===== src/rtl/muldiv_pkg.sv =====
// muldiv_pkg: op encodings, FSM states and counter sizing for muldiv_seq
package muldiv_pkg;
  localparam logic [1:0] OP_MUL = 2'b00, OP_DIV = 2'b01, OP_MULU = 2'b10, OP_DIVU = 2'b11;
  typedef enum logic [2:0] {S_IDLE, S_MUL, S_DIV, S_FIX, S_DONE} state_t;
  function automatic int cnt_w(input int w);
    return $clog2(w + 1);
  endfunction
endpackage


===== src/rtl/muldiv_step.sv =====
// muldiv_step: one Booth add/sub-and-shift (mode=0) or restoring subtract-and-shift (mode=1)
module muldiv_step #(parameter int WIDTH = 32) (
  input  logic             mode,
  input  logic [WIDTH+1:0] acc,
  input  logic [WIDTH+1:0] m,
  input  logic [WIDTH-1:0] q,
  input  logic             q1,
  output logic [WIDTH+1:0] nacc,
  output logic [WIDTH-1:0] nq,
  output logic             nq1
);
  logic [WIDTH+1:0] sum, sh, diff;
  always_comb begin
    sum  = (q[0] ^ q1) ? (q[0] ? acc - m : acc + m) : acc;
    sh   = {acc[WIDTH:0], q[WIDTH-1]};
    diff = sh - m;
    nacc = mode ? (diff[WIDTH+1] ? sh : diff) : {sum[WIDTH+1], sum[WIDTH+1:1]};
    nq   = mode ? {q[WIDTH-2:0], ~diff[WIDTH+1]} : {sum[0], q[WIDTH-1:1]};
    nq1  = mode ? 1'b0 : q[0];
  end
endmodule


===== src/rtl/muldiv_seq.sv =====
// muldiv_seq: multi-cycle Booth multiply / restoring divide with Start/Busy/Done handshake.
// Define MULDIV_UNSIGNED_EN to let Op[1] select the unsigned MULU/DIVU paths.
module muldiv_seq import muldiv_pkg::*; #(parameter int WIDTH = 32) (
  input  logic             Clock,
  input  logic             Clear,
  input  logic             Start,
  input  logic [1:0]       Op,
  input  logic [WIDTH-1:0] A,
  input  logic [WIDTH-1:0] B,
  output logic             Busy,
  output logic             Done,
  output logic [WIDTH-1:0] Hi,
  output logic [WIDTH-1:0] Lo,
  output logic             DivByZero
);
  localparam int CW = cnt_w(WIDTH);
  state_t state;
  logic [CW-1:0] cnt;
  logic [WIDTH+1:0] acc, m, nacc;
  logic [WIDTH-1:0] q, nq, a_r, abs_a, abs_b;
  logic q1, nq1, corr, neg_q, neg_r, dz, uns_in, sa, sb;
`ifdef MULDIV_UNSIGNED_EN
  assign uns_in = Op[1];
`else
  logic unused_op;
  assign unused_op = Op[1];
  assign uns_in = 1'b0;
`endif
  assign sa = ~uns_in & A[WIDTH-1];
  assign sb = ~uns_in & B[WIDTH-1];
  assign abs_a = sa ? -A : A;
  assign abs_b = sb ? -B : B;
  muldiv_step #(.WIDTH(WIDTH)) u_step (
    .mode(state == S_DIV), .acc(acc), .m(m), .q(q), .q1(q1),
    .nacc(nacc), .nq(nq), .nq1(nq1)
  );
  always_ff @(posedge Clock or posedge Clear) begin
    if (Clear) begin
      state <= S_IDLE; cnt <= '0; acc <= '0; m <= '0; q <= '0; q1 <= 1'b0; a_r <= '0;
      corr <= 1'b0; neg_q <= 1'b0; neg_r <= 1'b0; dz <= 1'b0;
      Busy <= 1'b0; Done <= 1'b0; Hi <= '0; Lo <= '0; DivByZero <= 1'b0;
    end else begin
      Done <= 1'b0;
      case (state)
        S_IDLE: if (Start) begin
          Busy <= 1'b1; DivByZero <= 1'b0; cnt <= '0; a_r <= A; q1 <= 1'b0;
          // Booth over WIDTH bits reads an unsigned multiplier's MSB as negative; corr adds A back into Hi
          corr <= ~Op[0] & uns_in & B[WIDTH-1];
          dz <= Op[0] && B == '0;
          neg_q <= Op[0] & (sa ^ sb);
          neg_r <= Op[0] & sa;
          if (!Op[0]) begin
            state <= S_MUL; acc <= '0; q <= B;
            m <= uns_in ? {2'b0, A} : {{2{A[WIDTH-1]}}, A};
          end else if (B == '0) begin
            state <= S_DONE; acc <= {2'b0, A}; q <= '1;
          end else begin
            state <= S_DIV; acc <= '0; q <= abs_a; m <= {2'b0, abs_b};
          end
        end
        S_MUL, S_DIV: begin
          acc <= nacc; q <= nq; q1 <= nq1; cnt <= cnt + 1'b1;
          if (cnt == CW'(WIDTH - 1)) state <= (state == S_MUL) ? S_DONE : S_FIX;
        end
        S_FIX: begin
          acc <= neg_r ? -acc : acc;
          q <= neg_q ? -q : q;
          state <= S_DONE;
        end
        S_DONE: begin
          Hi <= acc[WIDTH-1:0] + (corr ? a_r : '0);
          Lo <= q; Done <= 1'b1; Busy <= 1'b0; DivByZero <= dz; cnt <= '0;
          state <= S_IDLE;
        end
        default: state <= S_IDLE;
      endcase
    end
  end
endmodule

===== config.mk =====
export PLATFORM = sky130hd
export DESIGN_NAME = muldiv_seq
export DESIGN_NICKNAME = d
export VERILOG_FILES = /design/src/rtl/muldiv_pkg.sv /design/src/rtl/muldiv_step.sv /design/src/rtl/muldiv_seq.sv
export SDC_FILE = /design/constraint.sdc
export NUM_CORES = 1
export LEC_CHECK = 0
export BUFFER_PORTS_ARGS = -buffer_cell sky130_fd_sc_hd__buf_2
export CAP_MARGIN = 30
export CELL_PAD_IN_SITES_DETAIL_PLACEMENT = 2
export CELL_PAD_IN_SITES_GLOBAL_PLACEMENT = 2
export CORE_MARGIN = 4
export CORE_UTILIZATION = 39
export CTS_CLUSTER_DIAMETER = 30
export CTS_CLUSTER_SIZE = 8
export DETAILED_ROUTE_END_ITERATION = 10
export GPL_TIMING_DRIVEN = 0
export PLACE_DENSITY_LB_ADDON = 0.12
export SLEW_MARGIN = 20
export SYNTH_ARGS = -nofsm -noshare
export SYNTH_HDL_FRONTEND = slang
export SYNTH_SLANG_ARGS = --single-unit

===== constraint.sdc =====
create_clock -name Clock -period 17.3 [get_ports Clock]
set_input_delay 3.46 -clock Clock [delete_from_list [all_inputs] [get_ports Clock]]
set_output_delay 3.46 -clock Clock [all_outputs]
set_load 0.02 [all_outputs]

**Yosys cells after proc, flatten, opt, wreduce, memory -nomap -nowiden**

Index checks and enable logic that the tools add are counted.

- Bits in registers: 180
- Output and inout bits: 67

- Add/sub/neg operators: 8
- Equality and inequality tests: 10
- Muxes and demuxes: 34
- Bitwise gates (word level): 5
- Reduce and logical (&&, ||, !) cells: 16

Operators by type and width:

| operator | count |
|---|---|
| 2-to-1 mux 32 bit | 9 |
| 2-to-1 mux 34 bit | 8 |
| case mux 34 bit (3 select lines) | 1 |
| negator 32 bit | 3 |
| case mux 32 bit (3 select lines) | 1 |
| subtractor 34 bit | 2 |
| adder 34 bit | 1 |
| negator 34 bit | 1 |
| logical NOT 32 bit | 1 |
| case mux 6 bit (3 select lines) | 1 |
| 2-to-1 mux 3 bit | 5 |
| inequality test 2 bit (second input constant) | 5 |
| AND reduction 2 bit | 5 |
| case mux 3 bit (3 select lines) | 1 |
| AND reduction 3 bit | 3 |
| adder 6 x 1 -> 6 bit (second input constant) | 1 |
| equality test 3 x 2 -> 1 bit (second input constant) | 2 |
| equality test 6 x 5 -> 1 bit (second input constant) | 1 |
| 2-to-1 mux 6 bit | 1 |
| case mux 1 bit (2 select lines) | 3 |
| nonzero test 3 bit | 2 |
| 2-to-1 mux 1 bit | 4 |
| nonzero test 2 bit | 2 |
| equality test 3 x 1 -> 1 bit (second input constant) | 1 |
| 7 further kinds | 9 |

**Depth between registers and ports, before layout**

Gate-level depths: netlist of run 1.

- Depth in word-level cells: 6
- Depth in mapped cells: 21
- Gate-level depth less buffers: 19

**Modules after synthesis**

Synthesis of run 1 repeated with hierarchy kept, for this count alone.

- Cell total of the unflattened synthesis: 2076
- Area total of the unflattened synthesis: 17030.1 um^2

By module, submodules not included:

| module | times used | cells an instance | area each (um^2) |
|---|---|---|---|
| muldiv_seq | 1 | 1208 | 11141.9 |
| muldiv_step | 1 | 868 | 5888.1 |

**Worst setup path after synthesis of run 1**

No wires, ideal clock.

- Path kind: in2reg
- Start point: in A[9]
- End point: reg q[30]
- Setup time: 0.122 ns
- Arrival: 6.037 ns
- Required time: 17.178 ns
- Setup slack: 11.142 ns
- Stages: 9
- Path buffers: 0
- Cells stage by stage: or4_4 > or3_1 > or3_1 > or2_1 > or4_1 > o21ai_1 > xor2_1 > nand3_1 > a32o_1

- Cells in the longest elaborated chain, start to end: 6

RTL lines:

| item | line | source |
|---|---|---|
| from (decl) | muldiv_seq.sv:8 | `input logic [WIDTH-1:0] A,` |
| negator 32 bit | muldiv_seq.sv:31 | `assign abs_a = sa ? -A : A;` |
| 2-to-1 mux 32 bit | muldiv_seq.sv:31 |  |
| 2-to-1 mux 32 bit | muldiv_seq.sv:55 | `end else if (B == '0) begin` |
| 2-to-1 mux 32 bit | muldiv_seq.sv:52 | `if (!Op[0]) begin` |
| 2-to-1 mux 32 bit | muldiv_seq.sv:45 | `S_IDLE: if (Start) begin` |
| case mux 32 bit (3 select lines) | muldiv_seq.sv:44 | `case (state)` |
| to (signal assigned) | muldiv_seq.sv:62 | `acc <= nacc; q <= nq; q1 <= nq1; cnt <= cnt + 1'b1;` |
| to (signal assigned) | muldiv_seq.sv:67 | `q <= neg_q ? -q : q;` |
| to (decl) | muldiv_seq.sv:20 | `logic [WIDTH-1:0] q, nq, a_r, abs_a, abs_b;` |

Every way passes these cells. The select of a mux whose other input is x is not followed.
A chain may end at the register's enable or synchronous reset.

**Worst setup path after layout of run 1**

- Start point: in B[8]
- End point: reg acc[25]

- Cells in the longest elaborated chain, start to end: 5

RTL lines:

| item | line | source |
|---|---|---|
| from (decl) | muldiv_seq.sv:9 | `input logic [WIDTH-1:0] B,` |
| logical NOT 32 bit | muldiv_seq.sv:55 |  |
| 2-to-1 mux 32 bit | muldiv_seq.sv:55 |  |
| 2-to-1 mux 32 bit | muldiv_seq.sv:52 |  |
| 2-to-1 mux 34 bit | muldiv_seq.sv:45 |  |
| case mux 34 bit (3 select lines) | muldiv_seq.sv:44 |  |
| to (signal assigned) | muldiv_seq.sv:62 |  |
| to (signal assigned) | muldiv_seq.sv:66 | `acc <= neg_r ? -acc : acc;` |
| to (decl) | muldiv_seq.sv:19 | `logic [WIDTH+1:0] acc, m, nacc;` |

Every way passes these cells. The select of a mux whose other input is x is not followed.

==> metrics, run 1 <==
Cells after DPL 2788; worst path cell trace buf_2 -> or4_1 -> or4_1 -> nor3_1 -> nand3_1 -> nor2_1 -> clkbuf_1 -> a221oi_1 -> o21ai_0 -> o21ai_0 -> nor2_1; wire length per cell 30.30 um; final hold vios 0; drt drc 0; Initial DRC Count roughly 1800; vias per cell 6.500; P&R area growth vs syn 13.39%; Crit. path cell count 11; EDFF count, synth 0; crit path launch type input port; root buf cell clkbuf_16; Synth Instances 2123; Seq. cell area 4479 um^2; Netlist Area Pre-Place 15920 um^2; CP Capture Type flip-flop; Final ANT Viol Nets 0; vias in the first global route roughly 19000; area of the multi-input gates around 11000 um^2; first-pass GRT wire length about 130000 um; Yosys reg bits 179; DIE AREA 44110 um^2; worst hold stages 2; Top delay family on crit path simple AND/OR/NAND/NOR gates; Detailed Routing Iterations Pass 1 6; top_reg_cell synth dfrtp_1; fmax 145.6 MHz; initial antenna violation count 0; FP Rows 73; total gr overflow 0; ys async rst share 100.0%; setup violators final 0; DP Worst Slack between 10 and 15 ns; RSZ-0062 raised after global routing false; pin count of the biggest net entering global routing 93; Avg Synthesized Cell Area ~7.5 um^2; Data required, critical path 17.74 ns; Port-buffer cells between 100 and 150; Starting Density 39.79%; Worst-Skew Late Latency 0.52 ns; Setup Skew 0.01493 ns; max-capacitance violation count 0; final WL 85640 um; share of post-route cells with drive strength above 1 9.123%; htree depth 4; r2r worst-path depth 17; Crit Path Class input port to flip-flop; CTS buffer count 17; maximum clock path buffer count 2; Synth warnings 0; fin. max-slew vios 0; CP peak stage delay 0.61 ns; Post-CTS Setup Bufs 0; Diodes inserted 0; Fillers between 4000 and 5000; Slowest-stage cell, CP or4_1; Fin Setup TNS 0 ns; Detailed Place HPWL 66490 um; Least-Margin Pin Slew 1.088 ns; non-filler cells, final around 2800; part of the Yosys area used for sequential elements 28.14%; Boundary Pins 136; DIE HEIGHT 210.0 um; post-route setup slack 10.43 ns; clock-pin slew on the worst setup and hold paths about 0.08 ns; final core occ 45.12%; CP Max Fanout 10; syn nets 2266; All-Layer GR Usage 38.17%; RD Place Congestion 0.9945; status finished, final reports clean; final net count about 2400; period utilization between 30 and 40%; core box area 40010 um^2; Hold Crit Class flip-flop to flip-flop; TritonCTS clock tree done; hold buffers post-CTS 0; WP data arrival 7.31 ns; relative slew slack approximately 27%; PostCTS Resize Cnt 0; Synth cell types 77; # clock sinks roughly 180; Vias 18376; Die W around 210 um; Crit path buffers/inverters 2; Final Critical Period about 6.9 ns
worst paths after layout:
kind                              from      end  slack, ns
worst max-delay path              B[8]  acc[25]      10.43
worst min-delay path            Hi[18]   Hi[18]       0.48
worst max register to register    m[5]  acc[31]      11.01
worst min register to register  Hi[18]   Hi[18]       0.48
max in group asynchronous        Clear  acc[21]      13.30
min in group asynchronous        Clear   Lo[23]       3.03
tightest hold or removal path, cell delays in order, from the launching register on:
cell and delay, ns:
dfrtp_1 0.34, nand2_1 0.05, nand2_1 0.06
cells in the final DEF, fill, tap and decap left out, types with 22 or more instances in the layout:
cell / Yosys / routed
nor3_1: 54 / 53
nand3_1: 31 / 31
o31ai_1: 27 / 27
a31oi_1: 24 / 24
buf_2: 6 / 137
xor2_1: 68 / 68
clkbuf_1: 122 / 122
a21oi_1: 142 / 142
inv_1: 83 / 82
a221oi_1: 30 / 30
nor2_1: 142 / 142
a21o_1: 33 / 33
o21ai_0: 223 / 223
o21a_1: 23 / 23
dfrtp_1: 179 / 179
nand2_1: 366 / 366
xnor2_1: 102 / 102
or3_1: 22 / 22
ha_1: 72 / 72
o221ai_1: 28 / 28
nand2b_1: 22 / 22
cell type report:
type | instances | area share, %
clock inverters | 14 | 0.9219
plain buffers | 146 | 3.085
well taps | 525 | 3.639
multi-input cells | 1714 | 58.57
clock buffers | 18 | 2.433
flip-flops and latches | 179 | 24.82
repair buffers | 147 | 4.748
inverters | 84 | 1.788
cell usage after synthesis, types with 11 or more instances:
| master | number | area (um^2) |
|---|---|---|
| xnor2_1 | 102 | 893.4 |
| a211oi_1 | 16 | 120.1 |
| o21bai_1 | 11 | 82.58 |
| or3_1 | 22 | 137.6 |
| o31ai_1 | 27 | 202.7 |
| xor2_1 | 68 | 595.6 |
| nor2_1 | 142 | 533.0 |
| nor3_1 | 54 | 270.3 |
| inv_1 | 83 | 311.6 |
| nand2_1 | 366 | 1374 |
| a31oi_1 | 24 | 150.1 |
| o41ai_1 | 17 | 148.9 |
| ha_1 | 72 | 900.9 |
| or4_1 | 16 | 120.1 |
| o21ai_0 | 223 | 1116 |
| o21a_1 | 23 | 172.7 |
| a221oi_1 | 30 | 262.8 |
| a21o_1 | 33 | 247.7 |
| mux2i_1 | 20 | 200.2 |
| buf_1 | 17 | 63.81 |
| nand2b_1 | 22 | 137.6 |
| nand3_1 | 31 | 155.2 |
| a21oi_1 | 142 | 710.7 |
| dfrtp_1 | 179 | 4479 |
| o211ai_1 | 20 | 150.1 |
| clkbuf_1 | 122 | 457.9 |
| a22oi_1 | 11 | 82.58 |
| o221ai_1 | 28 | 245.2 |
| a222oi_1 | 11 | 110.1 |
| nor4_1 | 20 | 125.1 |
| and3_1 | 20 | 125.1 |
| nor2b_1 | 12 | 75.07 |
state kept, by name, summed over array words and instances, names as in the netlist:
| signal | count |
|---|---|
| q | 32 |
| dz | 1 |
| Lo | 32 |
| q1 | 1 |
| acc | 34 |
| Busy | 1 |
| neg_q | 1 |
| Hi | 32 |
| neg_r | 1 |
| m | 33 |
| cnt | 6 |
| DivByZero | 1 |
| Done | 1 |
| state | 3 |
kinds of logic (layout without fill, tap and decap cells):
| family | after synthesis | count (layout) | synth area share [%] |
|---|---|---|---|
| AO/OA/AOI/OAI | 694 | 694 | 28.16 |
| XOR/XNOR | 170 | 170 | 9.354 |
| adder cells (fa/ha/maj) | 74 | 74 | 5.911 |
| buffers and inverters | 230 | 409 | 5.479 |
| flip-flops | 179 | 179 | 28.14 |
| multiplexers | 26 | 26 | 1.682 |
| AND/OR/NAND/NOR | 750 | 750 | 21.27 |
metal layers:
layer	vias up	GRT usage, %	routed length [um]
met5	-	0	0
met4	0	19.35	4473
met3	202	6.489	6162
met2	841	62.86	40200
met1	9341	48.48	34810
li1	7992	-	-
stage by stage:
| stage | hold WS [ns] | area (um^2) |
|---|---|---|
| floorplan | 0.4386 | 15920 |
| global placement | 0.4539 | 17230 |
| detailed placement | 0.4626 | 17370 |
| CTS | 0.4845 | 17970 |
| global route | 0.4945 | 18050 |
| finish | 0.4767 | 18050 |
Power of run 1 is left out: the tool's default activity adds up to more than one toggle a clock period on the data nets, which glitch-free logic cannot reach.
==> run 2, diff against run 1 <==
Settings changed: ABC_AREA from default to 1, CORE_UTILIZATION 39 to 34.
Clock period 17.3 ns to 6.37 ns, I/O delays scaled along.
==> metrics, run 2 <==
initial antenna violation count 3 (+3); Synth cell types 54 (-30%); most common cell in the netlist nand2_1; Final ANT Viol Nets 0 (unchanged); most common cell after layout, fill and taps aside nand2_1; r2r endpoint acc[28]; vias per cell 6.029 (-7.2%); RSZ-0062 raised after global routing false; PostCTS Resize Cnt 0 (unchanged); Synth warnings 0 (unchanged); Post-CTS Setup Bufs 0 (unchanged); wire length per cell 28.86 um (-4.7%); P&R area growth vs syn 12.17%; ys async rst share 100.0% (unchanged); first-pass GRT wire length 159200 um (+25%); share of post-route cells with drive strength above 1 8.491% (-0.63 points); Crit path buffers/inverters 5 (+3); hold path startpoint Lo[31]; most frequent cells in the layout 729 x nand2_1, 376 x nor2_1, 332 x inv_1, 250 x nand3_1, 201 x o21ai_0; Data required, critical path 6.77 ns (-10.97 ns); r2r setup slk 1.13 ns (-9.88 ns); Biggest register acc; final WL 109600 um (+28%); Initial DRC Count 2064 (+14%); Top delay family on crit path buffers and inverters; period utilization 82.32%; Netlist Area Pre-Place 18080 um^2 (+14%); CP Max Fanout 10 (unchanged); All-Layer GR Usage 37.46% (-0.71 points); Hold Crit Class flip-flop to flip-flop; synth top area cells dfrtp_1 25%, nand2_1 15%, nor2_1 7.8%; syn nets 3088 (+36%); Boundary Pins 136 (unchanged); # clock sinks 179 (unchanged); relative slew slack 30.54% (+3.0 points); pin count of the biggest net entering global routing 68 (-27%); Detailed Place HPWL 90160 um (+36%); Synth Instances 2945 (+39%); vias in the first global route 24033 (+23%); RD Place Congestion 1.069 (+7.5%); synth cell count leaders 729 x nand2_1, 376 x nor2_1, 333 x inv_1, 250 x nand3_1, 201 x o21ai_0; Detailed Routing Iterations Pass 1 5 (-1); Cells after DPL 3766 (+35%); Critical R2R Launch q[0]; EDFF count, synth 0 (unchanged); setup violators final 0 (unchanged); CP peak stage delay 0.76 ns (+0.15 ns); DIE AREA 56920 um^2 (+29%); CP Capture Type flip-flop; top-area cell type share of the netlist area 24.78% (-3.4 points); fmax 190.7 MHz; root buf cell clkbuf_16; Slowest-stage cell, CP buf_1; FP Rows 84 (+15%); final hold vios 0 (unchanged); Setup Skew 0.02474 ns (+0.009804 ns); Fin Setup TNS 0 ns (unchanged); Crit Path Class flip-flop to flip-flop; Synth area leader dfrtp_1; hold buffers post-CTS 0 (unchanged); drt drc 0 (unchanged); r2r worst-path depth 18 (+1); worst path cell trace inv_1 -> clkbuf_1 -> buf_1 -> nand2_1 -> xor2_1 -> ha_1 -> nand2_1 -> inv_1 -> nand2_1 -> inv_1 -> nand2_1 -> o21ai_0 -> nand2_1 -> nand3_1 -> nand3_1 -> a21oi_1 -> nand2_1 -> a21oi_1; part of the Yosys area used for sequential elements 24.78% (-3.4 points); max reg flops 34 (unchanged); Avg Synthesized Cell Area 6.138 um^2 (-18%); status finished, final reports clean; non-filler cells, final 3799 (+34%); TritonCTS clock tree done; fin. max-slew vios 0 (unchanged); maximum clock path buffer count 2 (unchanged); worst hold stages 2 (unchanged); max-capacitance violation count 0 (unchanged); DIE HEIGHT 238.6 um (+14%); Worst-Skew Late Latency 0.48 ns (-0.04 ns); final net count 3240 (+33%); Hold Path Sink Lo[31]; most used cell, CP nand2_1; Vias 22904 (+25%); crit path launch type flip-flop; Crit. path cell count 18 (+7); Starting Density 34.40% (-5.4 points); core box area 52550 um^2 (+31%); clock-pin slew on the worst setup and hold paths 0.09 ns (about the same); CTS buffer count 17 (unchanged); Min Hold Slack 0.4841 ns (+0.007448 ns); Least-Margin Pin Slew 1.042 ns (-0.04561 ns); Die W 238.6 um (+14%); biggest regs acc (34), m (33); total gr overflow 0 (unchanged); htree depth 4 (unchanged); Yosys reg bits 179 (unchanged); Final Critical Period 5.244 ns; WP data arrival 5.65 ns (-1.66 ns); Port-buffer cells 130 (-0.76%); top_reg_cell synth dfrtp_1
==> run 2: cell count changes in the layout (fill, tap and decap cells not counted), moves of 45 or more <==
cell | before | now
clkbuf_1 | 122 | 72
inv_1 | 82 | 332
nand2_1 | 366 | 729
nand3_1 | 31 | 250
nand4_1 | 8 | 53
nor2_1 | 142 | 376
xnor2_1 | 102 | 31
==> run 2: metal layers <==
metal  vias up  GRT usage (%)  wire [um]
met3       255          9.829      10710
met5         -              0         21
met1     11573          49.78      45890
met4         4          15.51       5212
met2      1031          57.87      47790
li1      10041              -          -
==> run 2: worst max-delay path by stage <==
stage / to / slack (ns) / start
finish: acc[28] / 1.13 / q[0]
global route: acc[28] / 0.86 / q[0]
detailed placement: acc[28] / 1.34 / q[0]
floorplan: Busy / 0.24 / Clear
global placement: m[5] / -2.02 / Clear
CTS: acc[28] / 1.32 / q[0]
==> run 2: area by class of cell <==
cell class,count,area (um^2)
multi-input combinational,2303,11790
antenna,2,5.005
timing repair buffer,133,710.7
clock inverter,14,190.2
tap,688,860.8
fill,6670,32270
clock buffer,17,425.4
sequential,179,4479
inverter,357,1348
buffer,106,466.7
==> run 2: kinds of logic (layout without fill, tap and decap cells) <==
group	Yosys count	count (layout)	share of synthesized area [%]
AO/OA/AOI/OAI	580	580	18.10
adder cells (fa/ha/maj)	74	74	5.205
buffers and inverters	463	627	9.995
AND/OR/NAND/NOR	1529	1529	36.09
flip-flops	179	179	24.78
multiplexers	1	1	0.06229
other	0	2	0
XOR/XNOR	119	119	5.766
==> run 2: per-stage QoR <==
stage	util (%)	setup WS (ns)	area (um^2)
global placement	37.28	-2.024	19590
CTS	38.58	1.324	20270
finish	38.59	1.126	20280
detailed placement	37.40	1.338	19660
floorplan	-	0.2374	18080
global route	38.58	0.8588	20270
==> run 2: worst min-delay path, cell delays in order (launching register included) <==
cell	delay (ns)
dfrtp_1	0.34
nand2_1	0.05
o21ai_0	0.05
Power of run 2 is left out for the same reason.
==> run 3, diff against run 2 <==
Settings changed: CORE_UTILIZATION 34 to 30.
Clock period 6.37 ns to 4.75 ns, I/O delays scaled along.
==> metrics, run 3 (synthesized netlist as in run 2, its figures left out) <==
setup violators final 0 (unchanged); fmax 212.3 MHz (+11%); post-route setup slack 0.03864 ns (-1.087 ns); Slowest-stage cell, CP dfrtp_2; # clock sinks 179 (unchanged); drt drc 0 (unchanged); max reg flops 34 (unchanged); Critical R2R Launch q[0]; Crit path buffers/inverters 3 (-2); first-pass GRT wire length 161300 um (+1.3%); Port-buffer cells 130 (unchanged); Fillers 7397 (+11%); CP peak stage delay 0.57 ns (-0.19 ns); area of the multi-input gates 11890 um^2 (+0.84%); most frequent cells in the layout 729 x nand2_1, 373 x nor2_1, 331 x inv_1, 250 x nand3_1, 200 x o21ai_0; Setup Skew 0.01855 ns (-0.006189 ns); maximum clock path buffer count 2 (unchanged); Detailed Place HPWL 94760 um (+5.1%); FP Rows 89 (+6.0%); final net count 3243 (+0.093%); Least-Margin Pin Slew 1.062 ns (+0.01968 ns); Biggest register acc; period utilization 99.19% (+17 points); Fin Setup TNS 0 ns (unchanged); clock-pin slew on the worst setup and hold paths 0.09 ns (about the same); Vias 22315 (-2.6%); RD Place Congestion 0.9972 (-6.7%); DP Worst Slack -0.5367 ns (-1.875 ns); worst path cell trace inv_1 -> clkbuf_2 -> clkbuf_4 -> nand2_1 -> xor2_1 -> ha_1 -> a21oi_1 -> nand2_1 -> a21oi_1 -> nand3_1 -> nand2_1 -> nand2_1 -> nand2_1 -> nand3_1 -> nand2_1 -> nand3_1 -> nand3_1 -> a21oi_1; Cells after DPL 3855 (+2.4%); Seq. cell area 4482 um^2 (about the same); root buf cell clkbuf_16; final hold vios 0 (unchanged); fin. max-slew vios 0 (unchanged); Die W 253.5 um (+6.2%); share of post-route cells with drive strength above 1 9.415% (+0.92 points); Final Critical Period 4.711 ns (-0.5327 ns); total gr overflow 0 (unchanged); htree depth 4 (unchanged); most used cell, CP nand2_1; initial antenna violation count 6 (+3); Boundary Pins 136 (unchanged); Detailed Routing Iterations Pass 1 5 (unchanged); grt met1 use 48.11% (-1.7 points); pin count of the biggest net entering global routing 34 (-50%); met3 Track Usage GR 7.809% (-2.0 points); status finished, final reports clean; CTS buffer count 17 (unchanged); Initial DRC Count 2042 (-1.1%); P&R area growth vs syn 13.57%; CP Capture Type flip-flop; max-capacitance violation count 0 (unchanged); Setup crit start q[0]; WP data arrival 5.09 ns (-0.56 ns); Worst-Skew Late Latency 0.51 ns (+0.03 ns); Final ANT Viol Nets 0 (unchanged); vias in the first global route 23149 (-3.7%); most common cell after layout, fill and taps aside nand2_1; crit path launch type flip-flop; DIE AREA 64250 um^2 (+13%); gr busiest metal met2; All-Layer GR Usage 34.55% (-2.9 points); relative slew slack 28.48% (-2.1 points); vias per cell 5.739 (-4.8%); Starting Density 30.46% (-3.9 points); final WL 113100 um (+3.2%); M2 GR Usage 52.73% (-5.1 points); Data required, critical path 5.13 ns (-1.64 ns); Top delay family on crit path simple AND/OR/NAND/NOR gates; CP Max Fanout 10 (unchanged); core box area 59350 um^2 (+13%); wire length per cell 29.09 um (+0.81%); DIE HEIGHT 253.5 um (+6.2%); biggest regs acc (34), m (33); Min Hold Slack 0.4684 ns (-0.01579 ns); TritonCTS clock tree done; Hold Crit Class input port to async pin; non-filler cells, final 3888 (+2.3%); Crit Path Class flip-flop to flip-flop
==> run 3: per-layer routing <==
| metal | up-vias | part of all wire (%) |
|---|---|---|
| met1 | 11337 | 46 |
| met3 | 156 | 7.4 |
| li1 | 10031 | - |
| met5 | - | 0.029 |
| met4 | 4 | 3.7 |
| met2 | 787 | 43 |
==> run 3: area by class of cell <==
class | count | share of cell area [%]
sequential | 179 | 21.83
tap | 773 | 4.711
multi-input combinational | 2303 | 57.92
clock buffer | 17 | 2.072
timing repair buffer | 137 | 3.809
antenna | 3 | 0.03657
inverter | 357 | 6.546
buffer | 105 | 2.292
clock inverter | 14 | 0.7862
==> run 3: per-stage QoR <==
stage / utilization (%) / cell area [um^2]
global route: 34.58 / 20520
floorplan: - / 18080
finish: 34.59 / 20530
CTS: 34.43 / 20430
detailed placement: 33.41 / 19830
global placement: 33.19 / 19700
==> run 3: timing repair <==
item	CTS	global route
pin swaps	0	3
setup endpoints to repair	24	15
setup buffers	0	0
hold endpoints to repair	0	0
gates resized for setup	8	26
hold buffers	0	0
==> run 3: final timing paths <==
| check | to | slack [ns] | cells after the start |
|---|---|---|---|
| max in group asynchronous | acc[33] | 3.06 | 6 |
| min in group Clock | Lo[12] | 0.48 | 2 |
| hold reg to reg | Lo[12] | 0.48 | 2 |
| setup reg to reg | acc[32] | 0.04 | 18 |
| hold / removal | Lo[14] | 0.47 | 2 |
| setup / recovery | acc[32] | 0.04 | 18 |
Power of run 3 is left out for the same reason.
